<file path="src/rtl/udp_arb_pkg.sv">
// Purpose : shared types and constants for the UDP TX round-robin arbiter.
//   arb_state_t - arbiter FSM states (IDLE arbitrates, BUSY forwards a packet)
//   udp_meta_t  - per-packet UDP metadata {remote ip, remote port, local port}
package udp_arb_pkg;

  localparam int IP_W   = 32;
  localparam int PORT_W = 16;
  localparam int META_W = IP_W + 2 * PORT_W;

  typedef enum logic {
    IDLE = 1'b0,
    BUSY = 1'b1
  } arb_state_t;

  typedef struct packed {
    logic [IP_W-1:0]   ip;
    logic [PORT_W-1:0] rport;
    logic [PORT_W-1:0] lport;
  } udp_meta_t;

endpackage

</file>
<file path="src/rtl/rr_priority_picker.sv">
// Purpose : combinational round-robin pick. Returns the first asserted
//           request found by searching upward from i_last+1, wrapping at N.
// Ports   : i_req  [N]          request vector
//           i_last [$clog2(N)]  index granted most recently
//           o_any               at least one request is set
//           o_idx  [$clog2(N)]  chosen index (0 when o_any is low)
module rr_priority_picker #(
  parameter int N = 2
) (
  input  logic [N-1:0]         i_req,
  input  logic [$clog2(N)-1:0] i_last,
  output logic                 o_any,
  output logic [$clog2(N)-1:0] o_idx
);

  localparam int LW = $clog2(N);

  int            w_sum;
  logic [LW-1:0] w_cand;

  // Walk offsets from farthest to nearest so the nearest hit wins by being
  // written last.
  always_comb begin
    o_any  = 1'b0;
    o_idx  = '0;
    w_sum  = 0;
    w_cand = '0;
    for (int i = N; i >= 1; i--) begin
      w_sum  = int'(i_last) + i;
      w_cand = LW'(w_sum % N);
      if (i_req[w_cand]) begin
        o_any = 1'b1;
        o_idx = w_cand;
      end
    end
  end

endmodule

</file>
<file path="src/rtl/udp_tx_rr_arbiter.sv">
// Purpose : packet-atomic round-robin arbiter merging NUM_REQ UDP TX
//           AXI-streams (data + metadata) onto one stream. A grant is held
//           from arbitration until the TLAST handshake, then one IDLE cycle
//           re-arbitrates.
// Ports   : i_clk, i_aresetn (sync, active-low)
//           i_req_TVALID/TDATA/TKEEP/TLAST, i_req_remote_ip/remote_port/
//           local_port : packed per-requester inputs, requester r at slot r
//           o_req_TREADY : per-requester ready, only the granted bit can be 1
//           o_output_TVALID/TDATA/TKEEP/TLAST, i_output_TREADY : merged stream
//           o_remote_ip_tx/o_remote_port_tx/o_local_port_tx : metadata latched
//           at grant;  o_grant_id : current or most recent grant
//           o_pkt_count [NUM_REQ*32] : per-requester packet counters, present
//           only when ARB_STATS_EN is defined
// Handshake: a beat transfers on a rising edge where VALID and READY are both
//           high; VALID never waits for READY, and while BUSY the granted
//           requester's VALID and the downstream READY pass straight through.
module udp_tx_rr_arbiter
  import udp_arb_pkg::*;
#(
  parameter int NUM_REQ    = 2,
  parameter int DATA_WIDTH = 512
) (
  input  logic                              i_clk,
  input  logic                              i_aresetn,
  input  logic [NUM_REQ-1:0]                i_req_TVALID,
  output logic [NUM_REQ-1:0]                o_req_TREADY,
  input  logic [NUM_REQ*DATA_WIDTH-1:0]     i_req_TDATA,
  input  logic [NUM_REQ*DATA_WIDTH/8-1:0]   i_req_TKEEP,
  input  logic [NUM_REQ-1:0]                i_req_TLAST,
  input  logic [NUM_REQ*32-1:0]             i_req_remote_ip,
  input  logic [NUM_REQ*16-1:0]             i_req_remote_port,
  input  logic [NUM_REQ*16-1:0]             i_req_local_port,
  output logic                              o_output_TVALID,
  input  logic                              i_output_TREADY,
  output logic [DATA_WIDTH-1:0]             o_output_TDATA,
  output logic [DATA_WIDTH/8-1:0]           o_output_TKEEP,
  output logic                              o_output_TLAST,
  output logic [31:0]                       o_remote_ip_tx,
  output logic [15:0]                       o_remote_port_tx,
  output logic [15:0]                       o_local_port_tx,
`ifdef ARB_STATS_EN
  output logic [NUM_REQ*32-1:0]             o_pkt_count,
`endif
  output logic [$clog2(NUM_REQ)-1:0]        o_grant_id
);

  localparam int GW = $clog2(NUM_REQ);
  localparam int KW = DATA_WIDTH / 8;

  logic [DATA_WIDTH-1:0] w_data [NUM_REQ];
  logic [KW-1:0]         w_keep [NUM_REQ];
  udp_meta_t             w_meta [NUM_REQ];

  for (genvar g = 0; g < NUM_REQ; g++) begin : g_unpack
    assign w_data[g] = i_req_TDATA[g*DATA_WIDTH +: DATA_WIDTH];
    assign w_keep[g] = i_req_TKEEP[g*KW +: KW];
    assign w_meta[g] = {i_req_remote_ip[g*IP_W +: IP_W],
                        i_req_remote_port[g*PORT_W +: PORT_W],
                        i_req_local_port[g*PORT_W +: PORT_W]};
  end

  arb_state_t    r_state;
  arb_state_t    w_state_nxt;
  logic [GW-1:0] r_grant;
  logic [GW-1:0] r_last;
  udp_meta_t     r_meta;
  logic          w_pick_any;
  logic [GW-1:0] w_pick_idx;
  logic          w_last_hs;

  rr_priority_picker #(
    .N (NUM_REQ)
  ) u_picker (
    .i_req  (i_req_TVALID),
    .i_last (r_last),
    .o_any  (w_pick_any),
    .o_idx  (w_pick_idx)
  );

  // Final beat of the granted packet is accepted downstream.
  assign w_last_hs = (r_state == BUSY) & i_req_TVALID[r_grant] &
                     i_output_TREADY & i_req_TLAST[r_grant];

  always_comb begin
    w_state_nxt     = r_state;
    o_output_TVALID = 1'b0;
    o_req_TREADY    = '0;
    o_output_TDATA  = '0;
    o_output_TKEEP  = '0;
    o_output_TLAST  = 1'b0;
    case (r_state)
      IDLE: begin
        if (w_pick_any) w_state_nxt = BUSY;
      end
      BUSY: begin
        o_output_TVALID       = i_req_TVALID[r_grant];
        o_req_TREADY[r_grant] = i_output_TREADY;
        o_output_TDATA        = w_data[r_grant];
        o_output_TKEEP        = w_keep[r_grant];
        o_output_TLAST        = i_req_TLAST[r_grant];
        if (w_last_hs) w_state_nxt = IDLE;
      end
      default: w_state_nxt = IDLE;
    endcase
  end

  // r_last resets to NUM_REQ-1 so that requester 0 is searched first.
  always_ff @(posedge i_clk) begin
    if (!i_aresetn) begin
      r_state <= IDLE;
      r_grant <= '0;
      r_last  <= GW'(NUM_REQ - 1);
      r_meta  <= '0;
    end else begin
      r_state <= w_state_nxt;
      if (r_state == IDLE && w_pick_any) begin
        r_grant <= w_pick_idx;
        r_meta  <= w_meta[w_pick_idx];
      end
      if (w_last_hs) r_last <= r_grant;
    end
  end

  assign o_remote_ip_tx   = r_meta.ip;
  assign o_remote_port_tx = r_meta.rport;
  assign o_local_port_tx  = r_meta.lport;
  assign o_grant_id       = r_grant;

`ifdef ARB_STATS_EN
  logic [31:0] r_pkt_count [NUM_REQ];

  always_ff @(posedge i_clk) begin
    for (int r = 0; r < NUM_REQ; r++) begin
      if (!i_aresetn) begin
        r_pkt_count[r] <= '0;
      end else if (w_last_hs && r_grant == GW'(r)) begin
        r_pkt_count[r] <= r_pkt_count[r] + 32'd1;
      end
    end
  end

  for (genvar g = 0; g < NUM_REQ; g++) begin : g_stats
    assign o_pkt_count[g*32 +: 32] = r_pkt_count[g];
  end
`endif

endmodule

</file>
<file path="config.mk">
export PLATFORM = sky130hd
export DESIGN_NAME = udp_tx_rr_arbiter
export DESIGN_NICKNAME = d
export VERILOG_FILES = /design/src/rtl/udp_arb_pkg.sv /design/src/rtl/rr_priority_picker.sv /design/src/rtl/udp_tx_rr_arbiter.sv
export SDC_FILE = /design/constraint.sdc
export NUM_CORES = 1
export LEC_CHECK = 0
export ABC_CLOCK_PERIOD_IN_PS = 3000
export CAP_MARGIN = 20
export CELL_PAD_IN_SITES_DETAIL_PLACEMENT = 0
export CELL_PAD_IN_SITES_GLOBAL_PLACEMENT = 1
export CORE_AREA = 2 2 759 761
export CTS_BUF_LIST = sky130_fd_sc_hd__clkbuf_8
export DETAILED_ROUTE_END_ITERATION = 7
export DIE_AREA = 0 0 761 763
export GPL_ROUTABILITY_DRIVEN = 1
export PLACE_DENSITY_LB_ADDON = 0.1
export SLEW_MARGIN = 20
export SYNTH_ARGS = -nofsm -noshare
export SYNTH_HDL_FRONTEND = slang
export SYNTH_SLANG_ARGS = --single-unit
</file>
<file path="constraint.sdc">
create_clock -name i_clk -period 3 [get_ports i_clk]
set_input_delay 0.6 -clock i_clk [delete_from_list [all_inputs] [get_ports i_clk]]
set_output_delay 0.6 -clock i_clk [all_outputs]
set_load 0.01 [all_outputs]
</file>
[Word-level counts from Yosys, hierarchy flattened]
Index checks and enable logic that the tools add are counted.
Storage, ports and cells
  register bits after elaboration: 67
  logic and storage cells: 54
  bits in latches: 0
  output and inout port bits: 645
  memories kept: 0
  memory bits (read-only): 0
  bits in writable memories: 0
Operators by class
  divide/modulo/power cells: 0
  muxes and demuxes: 31
  bitwise logic cells: 7
  magnitude comparators: 6
  reductions and logical operators: 2
  add/subtract/negate cells: 2
  equality and inequality tests: 0
  shift operators: 0
  multiply operators: 0
Operators with widths (number)
  512-bit two-way mux: 4
  64-bit two-way mux: 7
  1-bit two-way mux: 17
  1-bit by 2-bit < comparator with 1-bit output, second input constant: 3
  2-bit >= comparator, second input constant: 2
  1-bit NOT with 2-bit output: 2
  1-bit bitwise AND: 3
  1-bit adder, second input constant: 2
  2-bit bitwise AND: 1
  1-bit logical AND: 2
  2-bit two-way mux: 1
  1-bit one-hot mux with 2 select lines: 1
  1-bit demux with 1-bit select: 1
  1-bit >= comparator, second input constant: 1
  1-bit NOT: 1

[Depth between registers and ports, before layout]
  depth in word-level cells: 9
  mapped depth: 6

[Hierarchy]
A second synthesis with hierarchy kept.
Second synthesis, totals
  cell total of the unflattened synthesis: 1587
  area total of the unflattened synthesis: 13115.1 sq um
By module, submodules not included
  udp_tx_rr_arbiter: area an instance 13101.3 sq um, seq. area each 1341.3 sq um, instances 1, cells each 1585
  rr_priority_picker: area an instance 13.8 sq um, seq. area each 0.0 sq um, instances 1, cells each 2

[Least setup slack after synthesis]
Ideal clock, no wire load.
  kind: reg-to-output
  start point: register r_grant (netlist: o_grant_id)
  end point: output o_output_TDATA[370]
  cell stages (with the launch flop): 6
  path slack: 1.164 ns
  data required time: 2.400 ns
  arrival time: 1.236 ns
  cells stage by stage: dfxtp_1 > buf_2 > buf_2 > buf_2 > mux2i_1 > nor2b_1
On the way
  cells in the longest elaborated chain, start to end: 5
Ends and longest elaborated chain
  start, declared: line udp_tx_rr_arbiter.sv:64  | logic [GW-1:0] r_grant;
  start signal, assigned: line udp_tx_rr_arbiter.sv:117  | r_grant <= w_pick_idx;
  1-bit NOT with 2-bit output (implied by the code): line udp_tx_rr_arbiter.sv:98  | o_output_TDATA = w_data[r_grant];
  512-bit two-way mux (implied by the code) (3 in a row): line udp_tx_rr_arbiter.sv:98
  512-bit two-way mux: line udp_tx_rr_arbiter.sv:91  | case (r_state)
  end, declared: line udp_tx_rr_arbiter.sv:35  | output logic [DATA_WIDTH-1:0] o_output_TDATA,
Every way passes these cells. The select of a mux whose other input is x is not followed.

[Final worst setup path]
  start point: register r_grant (netlist: o_grant_id)
  end point: output o_output_TKEEP[15]
On the way
  cells in the longest elaborated chain, start to end: 5
Ends and longest elaborated chain
  1-bit NOT with 2-bit output (implied by the code): line udp_tx_rr_arbiter.sv:99  | o_output_TKEEP = w_keep[r_grant];
  64-bit two-way mux (implied by the code) (3 in a row): line udp_tx_rr_arbiter.sv:99
  64-bit two-way mux: line udp_tx_rr_arbiter.sv:91
  end, declared: line udp_tx_rr_arbiter.sv:36  | output logic [DATA_WIDTH/8-1:0] o_output_TKEEP,
Every way passes these cells. The select of a mux whose other input is x is not followed.

==> out/metrics.cfg <==
[run_status]
outcome = complete, but fails checks
violations = setup timing

[drt]
first_pass_iters = 5
wl_um = 390000
drtAntennaViolNets = 0
viasPerCell = 2.00
wire_per_inst_um = 33.5
drc = 0
drtIter0Drc = 707
vias = 23300

[min_path]
hold-path-cell-count = 2
hold_start = o_local_port_tx[5]
hp-class = flip-flop to flip-flop
hold_end = o_local_port_tx[5]

[floorplan]
fp.coreArea_mm2 = 0.572
start_util_pct = 2.26
dieArea_mm2 = 0.581
dieWidth_um = 761
die_height_um = 763
rows = 278
ios = 1932

[clocking]
cts_htree_levels = 3
root_buffer = clkbuf_8
cts.sinks = 67
clk_latency_ns = 0.48
cts_hold_buf = 0
tritoncts = built
path_clk_slew_ns = 0.14
numCtsBuffers = 9
clockBufferDepth = 2

[timing]
min_period_ns = 3.09
timing.final.crit_share_pct = 103
finalHoldViolations = 0
skew_ns = 0.0268
report.final.slew_viol_count = 0
relSlewSlack_pct = 48.4
setup-tns-final_ns = -2.02
rsz0062_at_grt = true
setup_viol = 66
fmax_mhz = 324
worst_slack_ns = -0.0904
worst_pin_slew_ns = 0.752

[logic_synthesis]
netlist_area_mm2 = 0.0129
avgSynthCellArea_um2 = 8.13
syn-instance-count = 1588
synth_cell_types = 19
ys_seq_area_share_pct = 10.4
synth_edf_count = 0
ys_ff_latch = 67
ys_warn_count = 0
netlist_top_cells_area = mux2i_1 50%, nor2b_1 28%, dfxtp_1 10%, buf_2 2.6%, a21oi_1 2.5%
syn_nets = 2875
synthArstFlopShare_pct = 0
synthFlopType = dfxtp_1
synth_top_area_share_pct = 49.9
yosysTopAreaCell = mux2i_1

[critical_path]
cp.required_ns = 2.40
crit_type = flip-flop to output pin
critical_path.top_delay_family = buffers and inverters
r2r-start = r_state
reg2reg_setup_slack_ns = 0.84
crit_buf_inv = 9
crit_start = o_grant_id
crit_chain = buf_16 -> buf_16 -> buf_6 -> buf_8 -> buf_16 -> buf_12 -> buf_12 -> mux2i_4 -> buf_6 -> nor2b_4 -> buf_12
cp.arrival_ns = 2.49
critPathMaxStageDelay_ns = 0.38
cp-start-kind = flip-flop
slowest_stage = dfxtp_4
reg2reg_depth = 7
end_kind = output pin
crit_path_max_fanout = 7
r2r_end = o_local_port_tx[9]

[layout]
drive_above_1_share_pct = 46.7
area_delta_synth_final_pct = 357
layout.nets = 5285
final_common_cell = clkdlybuf4s50_1
final_cell_mix = 1349 x clkdlybuf4s50_1, 484 x buf_12, 337 x mux2i_4
stdcell_area_mm2 = 0.0590

[placed_design]
gp_congestion = 0.929
dp_slack_ns = -1.04
placed_area_mm2 = 0.0487
dpl.hpwl_um = 360000
io_buffers = 1931

[global_routing]
grt_overflow = 0
track_usage_pct = 12.8
grt_max_degree = 90
grt_pass1_vias = 25400
antenna_found_initial = 172
grt_pass1_wl_um = 447000

[job]
maxCapViolCount = 0

[power]
power_density_mw_per_mm2 = 282
p_leak_uw = 0.0195
ir_drop_mv = 0.216

## what timing repair did
item	in CTS	in global routing
gates cloned	32	14
buffers inserted	131	95
setup endpoints to repair	549	438
gates resized for setup	1498	545
## cell families (layout without fill, tap and decap cells)
group / Yosys count / count (layout) / share of synthesized area [%]
buffers and inverters: 158 / 2573 / 6.02
muxes: 643 / 643 / 49.9
DFF: 67 / 67 / 10.4
and+or+nand+nor: 588 / 588 / 28.5
AOI/OAI and AO/OA: 132 / 132 / 5.27
other: 0 / 85 / 0
## Yosys cell counts (all sizes together) (2+ instances only)
master / n
a21boi: 2
a21oi: 64
buf: 87
clkbuf: 71
dfxtp: 67
mux2i: 643
nand2: 3
nand2b: 2
nor2b: 580
o21ai: 65
## report_power, final
part	internal, uW	switching, uW
clock network	399	614
registers	1010	91.4
logic	7540	6990
total	8950	7690
## per-stage QoR
step	std cells	total power, uW	util (%)	hold slack [ns]
5_1_grt	11600	17700	10.3	0.551
4_1_cts	11500	16700	9.87	0.535
3_5_place_dp	11400	13700	8.51	0.516
2_1_floorplan	1588	3610	-	0.500
6_report	11600	16600	10.3	0.529
3_3_place_gp	11400	13800	8.51	0.525
## cell type report
cell class	count	area, um2
tap	7560	9460
clock inverter	7	83.8
timing repair buffer	2557	30900
clock buffer	9	124
multi-input combinational	1363	16900
fill	65600	513000
antenna	85	213
sequential	67	1350
## flip-flops by register name, summed over array words and instances, names as in the netlist
name and cells:
o_remote_ip_tx 32, o_local_port_tx 16, o_remote_port_tx 16, o_grant_id 1, r_last 1, r_state 1
## metal layers
layer | part of all wire [%] | wire length (um) | GRT usage, %
met4 | 0.97 | 3770 | 0.919
met5 | 0.090 | 352 | 0
met2 | 45 | 177000 | 21.0
met3 | 16 | 63300 | 9.74
met1 | 37 | 145000 | 13.6
## worst reg2reg max path, cell delays in order, from the launching register on
cell and delay, ns:
dfxtp_4 0.39, buf_12 0.16, buf_4 0.21, buf_4 0.18
o21ba_4 0.49, buf_4 0.39, o21ai_0 0.15, a21oi_1 0.13
## worst max-delay path by stage
| stage | cells past startpoint | end | slack, ns |
|---|---|---|---|
| global placement | 5 | o_output_TDATA[456] | -1.07 |
| floorplan | 5 | o_output_TDATA[370] | 1.16 |
| finish | 11 | o_output_TKEEP[15] | -0.09 |
| global route | 10 | o_output_TDATA[105] | -0.22 |
| detailed placement | 5 | o_output_TDATA[456] | -1.04 |
| CTS | 9 | o_output_TDATA[395] | -0.31 |
(Power assumes the default switching activity.)
